==> config.mk <==
export PLATFORM = sky130hd
export DESIGN_NAME = id_ex_stage
export DESIGN_NICKNAME = d
export VERILOG_FILES = /design/src/rtl/id_ex_stage.sv
export SDC_FILE = /design/constraint.sdc
export NUM_CORES = 1
export LEC_CHECK = 0
export BUFFER_PORTS_ARGS = -buffer_cell sky130_fd_sc_hd__clkbuf_2
export CAP_MARGIN = 40
export CORE_MARGIN = 10
export CORE_UTILIZATION = 31
export DETAILED_ROUTE_END_ITERATION = 12
export PLACE_DENSITY_LB_ADDON = 0.05
export SLEW_MARGIN = 30
export SYNTH_ARGS = -nofsm -noshare
export SYNTH_HDL_FRONTEND = slang
export SYNTH_SLANG_ARGS = --single-unit
==> constraint.sdc <==
create_clock -name clk -period 1.2 [get_ports clk]
set_input_delay 0.24 -clock clk [delete_from_list [all_inputs] [get_ports clk]]
set_output_delay 0.24 -clock clk [all_outputs]
set_load 0.05 [all_outputs]
==> src/rtl/id_ex_stage.sv <==
// id_ex_stage: ID/EX pipeline register feeding the ALU operands.
// Captures decoded operands, specifiers and op code once per cycle with
// flush-over-stall priority. Optional RAW forwarding from EX/MEM and MEM/WB
// is compiled in with the ID_EX_FORWARD_EN macro.
module id_ex_stage #(
  parameter int unsigned DATA_W = 32,
  parameter int unsigned REG_W  = 5,
  parameter int unsigned OP_W   = 5
) (
  input  logic              clk,
  input  logic              rst_n,
  input  logic              stall,
  input  logic              flush,
  input  logic              idValid,
  input  logic [DATA_W-1:0] idRsData,
  input  logic [DATA_W-1:0] idRtData,
  input  logic [DATA_W-1:0] idImm,
  input  logic              idUseImm,
  input  logic [OP_W-1:0]   idAluSrc,
  input  logic [REG_W-1:0]  idRs,
  input  logic [REG_W-1:0]  idRt,
  input  logic [REG_W-1:0]  idRd,
  input  logic              idRegWrite,
  input  logic              exmemRegWrite,
  input  logic [REG_W-1:0]  exmemRd,
  input  logic [DATA_W-1:0] exmemResult,
  input  logic              memwbRegWrite,
  input  logic [REG_W-1:0]  memwbRd,
  input  logic [DATA_W-1:0] memwbResult,
  output logic [DATA_W-1:0] a,
  output logic [DATA_W-1:0] b,
  output logic [OP_W-1:0]   aluSrc,
  output logic [DATA_W-1:0] exRtData,
  output logic [REG_W-1:0]  exRd,
  output logic              exRegWrite,
  output logic              exValid
);

  logic              valid_q, valid_d;
  logic [DATA_W-1:0] rs_data_q, rs_data_d;
  logic [DATA_W-1:0] rt_data_q, rt_data_d;
  logic [DATA_W-1:0] imm_q, imm_d;
  logic              use_imm_q, use_imm_d;
  logic [OP_W-1:0]   op_q, op_d;
  logic [REG_W-1:0]  rs_q, rs_d;
  logic [REG_W-1:0]  rt_q, rt_d;
  logic [REG_W-1:0]  rd_q, rd_d;
  logic              reg_write_q, reg_write_d;

  logic [DATA_W-1:0] fwd_rs, fwd_rt;

  // Next-state: flush loads a bubble, stall holds, otherwise capture decode.
  always_comb begin
    valid_d     = valid_q;
    rs_data_d   = rs_data_q;
    rt_data_d   = rt_data_q;
    imm_d       = imm_q;
    use_imm_d   = use_imm_q;
    op_d        = op_q;
    rs_d        = rs_q;
    rt_d        = rt_q;
    rd_d        = rd_q;
    reg_write_d = reg_write_q;
    if (flush) begin
      valid_d     = 1'b0;
      rs_data_d   = '0;
      rt_data_d   = '0;
      imm_d       = '0;
      use_imm_d   = 1'b0;
      op_d        = '0;
      rs_d        = '0;
      rt_d        = '0;
      rd_d        = '0;
      reg_write_d = 1'b0;
    end else if (!stall) begin
      valid_d     = idValid;
      rs_data_d   = idRsData;
      rt_data_d   = idRtData;
      imm_d       = idImm;
      use_imm_d   = idUseImm;
      op_d        = idAluSrc;
      rs_d        = idRs;
      rt_d        = idRt;
      rd_d        = idRd;
      reg_write_d = idRegWrite & idValid;
    end
  end

  // Stage registers with synchronous active-low reset to the bubble state.
  always_ff @(posedge clk) begin
    if (!rst_n) begin
      valid_q     <= 1'b0;
      rs_data_q   <= '0;
      rt_data_q   <= '0;
      imm_q       <= '0;
      use_imm_q   <= 1'b0;
      op_q        <= '0;
      rs_q        <= '0;
      rt_q        <= '0;
      rd_q        <= '0;
      reg_write_q <= 1'b0;
    end else begin
      valid_q     <= valid_d;
      rs_data_q   <= rs_data_d;
      rt_data_q   <= rt_data_d;
      imm_q       <= imm_d;
      use_imm_q   <= use_imm_d;
      op_q        <= op_d;
      rs_q        <= rs_d;
      rt_q        <= rt_d;
      rd_q        <= rd_d;
      reg_write_q <= reg_write_d;
    end
  end

`ifdef ID_EX_FORWARD_EN
  // Operand forwarding: MEM/WB first, then EX/MEM overrides so the younger result wins.
  always_comb begin
    fwd_rs = rs_data_q;
    fwd_rt = rt_data_q;
    if (memwbRegWrite && (memwbRd == rs_q) && (rs_q != '0)) fwd_rs = memwbResult;
    if (exmemRegWrite && (exmemRd == rs_q) && (rs_q != '0)) fwd_rs = exmemResult;
    if (memwbRegWrite && (memwbRd == rt_q) && (rt_q != '0)) fwd_rt = memwbResult;
    if (exmemRegWrite && (exmemRd == rt_q) && (rt_q != '0)) fwd_rt = exmemResult;
  end
`else
  // No forwarding: operands come straight from the captured register-file data.
  always_comb begin
    fwd_rs = rs_data_q;
    fwd_rt = rt_data_q;
  end

  // Writeback ports stay on the interface but have no effect in this build.
  logic unused_fwd_ports;
  assign unused_fwd_ports = ^{exmemRegWrite, exmemRd, exmemResult,
                              memwbRegWrite, memwbRd, memwbResult, rs_q, rt_q};
`endif

  // ALU-facing outputs.
  always_comb begin
    a          = fwd_rs;
    b          = use_imm_q ? imm_q : fwd_rt;
    exRtData   = fwd_rt;
    aluSrc     = op_q;
    exRd       = rd_q;
    exValid    = valid_q;
    exRegWrite = reg_write_q & valid_q;
  end

endmodule

==> reports/results.txt <==
status: finished, violations left
failing checks: setup timing
nets: 808
Post-Synthesis Cells: 390
flip-flop and latch area: 2230 µm²
CP max FO: 4
total number of vias: 3465
WP data arrival: 1.45 ns
CTS tree: yes
vias per std cell: 4.36
critical path capture point type: output pin
RSZ-0062 raised after global routing: yes
worst r2r src: use_imm_q$_SDFFE_PP0N_
Leak: 3.27 nW
chip height: 139 µm
share of cells above drive strength 1: 0.518
internal power: 6.01 mW
Longest Clk Path Bufs: 2
Max Fclk: 591 MHz
Synth cell types: 16
Final Hold Viols: 0
Setup Skew: 0 ns
Post-Layout Cell Count: 794
CTS clock-pin slew for the worst setup and hold paths: 0.07 ns
Syn Area/Cell: 11.2 µm²
crit path from: use_imm_q$_SDFFE_PP0N_
Initial Util: 0.315
Comb pwr share: 0.180
Total GRT Usage: 0.130
clock power share: 0.357
Final Util: 0.482
root cell of the clock tree: clkbuf_16
Worst-Skew Late Latency: 0.34 ns
Pwr per Cell Area: 1230 nW/µm²
Seq/Total Area, Yosys: 0.498
syn nets: 589
residual DRC count: 0
antenna fix cells: 0
Min-Delay Startpoint: idRsData[10]
Post-DRT Antenna Nets: 0
die width: 139 µm
GR Overflow Total: 0
dpl hpwl: 9560 µm
sequential share of power: 0.462
area taken by multi-input logic gates: 2000 µm²
clock sink count: 109
Cell Count Post-Placement: 774
Seq cells post-synth: 109
DRT Pass-1 Iters: 4
initial DRC count: 97
die area: 19300 µm²
crit share post-route: 1.41
final setup margin: -0.492 ns
GPL Wtd Cong: 0.727
Core Rows: 43
# hold bufs at CTS: 0
Max Transition Viols Final: 0
worst slew margin relative to its limit: 0.889
DRT Wirelength: 12900 µm
max-cap violations: 0
initial antenna violation count: 0
CTS buffer count: 9
vias in the first global route: 3673
P&R area growth vs syn: 52.8%
Yosys warning count: 0
first-pass GRT wire length: 20400 µm
Net Sw Power: 2.24 mW
htree depth: 3
Crit Path Category: reg2out
Wirelength per Cell: 16.2 µm
Overall Power: 8.25 mW
# port buffers: 220
switching share of power: 0.271
maximum VDD drop: 0.568 mV
crit path launch type: flip-flop
WP data required: 0.96 ns
Fill cells: 1334
largest net degree at the start of global routing: 35
final setup vio count: 33
Ports: 307
worst slew pin tran: 0.162 ns
core area: 13900 µm²
Hold WC Path Type: in2reg
minimum clock period: 1.69 ns
Mapped Area: 4380 µm²
final timing paths:
kind,end,cells after the start,slack (ns)
setup / recovery,b[11],4,-0.49
hold / removal,a[10]$_SDFFE_PP0N_,3,0.12
setup reg to reg,use_imm_q$_SDFFE_PP0N_,5,0.15
hold reg to reg,reg_write_q$_SDFFE_PP0N_,2,0.48
cell type report:
class                      count  share of cell area
clock inverter                 6             0.00954
tap                          180              0.0337
clock buffer                  10              0.0342
multi-input combinational    253               0.299
timing repair buffer         236               0.291
sequential                   109               0.333
power groups by stage:
stage	sequential, mW	clock, mW	combinational [mW]
after floorplan	4.17	0	0.695
after global placement	3.89	0	1.33
after detailed placement	3.90	0	1.34
after CTS	3.81	3.07	1.48
after global routing	3.83	3.23	1.58
final	3.81	2.95	1.49
logic make-up after synthesis:
| family | share of synthesized area |
|---|---|
| mux | 0.329 |
| buf+inv | 0.0714 |
| flops | 0.498 |
| simple gates | 0.0997 |
| compound gates | 0.00114 |
worst max-delay path: stages, from the launching register on:
cell and delay, ns:
dfxtp_4 0.37, buf_12 0.14, buf_16 0.13, mux2_4 0.30, clkbuf_16 0.17
synthesized netlist by cell type:
cell | instances | area (µm²)
buf_4 | 4 | 30.0
nand2b_4 | 1 | 13.8
nand2_1 | 1 | 3.75
buf_6 | 2 | 22.5
buf_12 | 10 | 200
a21oi_1 | 1 | 5.00
and2_1 | 1 | 6.26
buf_2 | 3 | 15.0
nand3b_1 | 1 | 7.51
nor2_1 | 108 | 405
buf_8 | 1 | 15.0
clkbuf_1 | 8 | 30.0
mux2_2 | 3 | 33.8
dfxtp_1 | 109 | 2180
mux2i_1 | 108 | 1080
mux2_1 | 29 | 327
what timing repair did:
action                     4_1_cts  5_1_grt
resized for setup              148       51
setup buffers                    2        0
setup endpoints to repair      108       52
pin swaps                        1        0
cloned                           2        0
layout by cell type, fill, tap and decap left out:
master | netlist | final
a21oi_1 | 1 | 1
and2_4 | 0 | 1
buf_12 | 10 | 11
buf_16 | 0 | 2
buf_4 | 4 | 22
buf_6 | 2 | 1
buf_8 | 1 | 31
bufinv_16 | 0 | 1
clkbuf_1 | 8 | 1
clkbuf_16 | 0 | 11
clkbuf_2 | 0 | 111
clkbuf_4 | 0 | 55
clkbuf_8 | 0 | 1
clkinv_2 | 0 | 2
clkinv_4 | 0 | 1
clkinvlp_4 | 0 | 2
dfxtp_1 | 109 | 76
dfxtp_2 | 0 | 32
dfxtp_4 | 0 | 1
mux2_2 | 3 | 2
mux2_4 | 0 | 30
mux2i_1 | 108 | 108
nand2_1 | 1 | 1
nand2b_4 | 1 | 1
nand3b_1 | 1 | 1
nor2_1 | 108 | 108
metal layers:
layer / global-route usage / vias up / part of all wire
met5: 0 / - / 0
met4: 0.0445 / 0 / 0.012
li1: - / 1746 / -
met2: 0.213 / 124 / 0.48
met1: 0.150 / 1585 / 0.42
met3: 0.0548 / 10 / 0.090
state kept, by name (all words and copies together), names as in the netlist:
register     count
aluSrc           5
exRtData        32
exRd             5
a               32
use_imm_q        1
reg_write_q      1
exValid          1
imm_q           32
metrics by stage:
| stage | setup TNS [ns] | worst slack, ns | hold slack [ns] | area [µm²] |
|---|---|---|---|---|
| after global placement | -5.02 | -0.206 | 0.446 | 5760 |
| after floorplan | -0.0848 | -0.0135 | 0.384 | 4560 |
| after detailed placement | -5.15 | -0.211 | 0.455 | 5760 |
| after CTS | -15.61 | -0.537 | 0.111 | 6650 |
| after global routing | -15.75 | -0.541 | 0.116 | 6690 |
| final | -14.17 | -0.492 | 0.123 | 6690 |
Note: power is estimated with default switching activity, not from simulation.
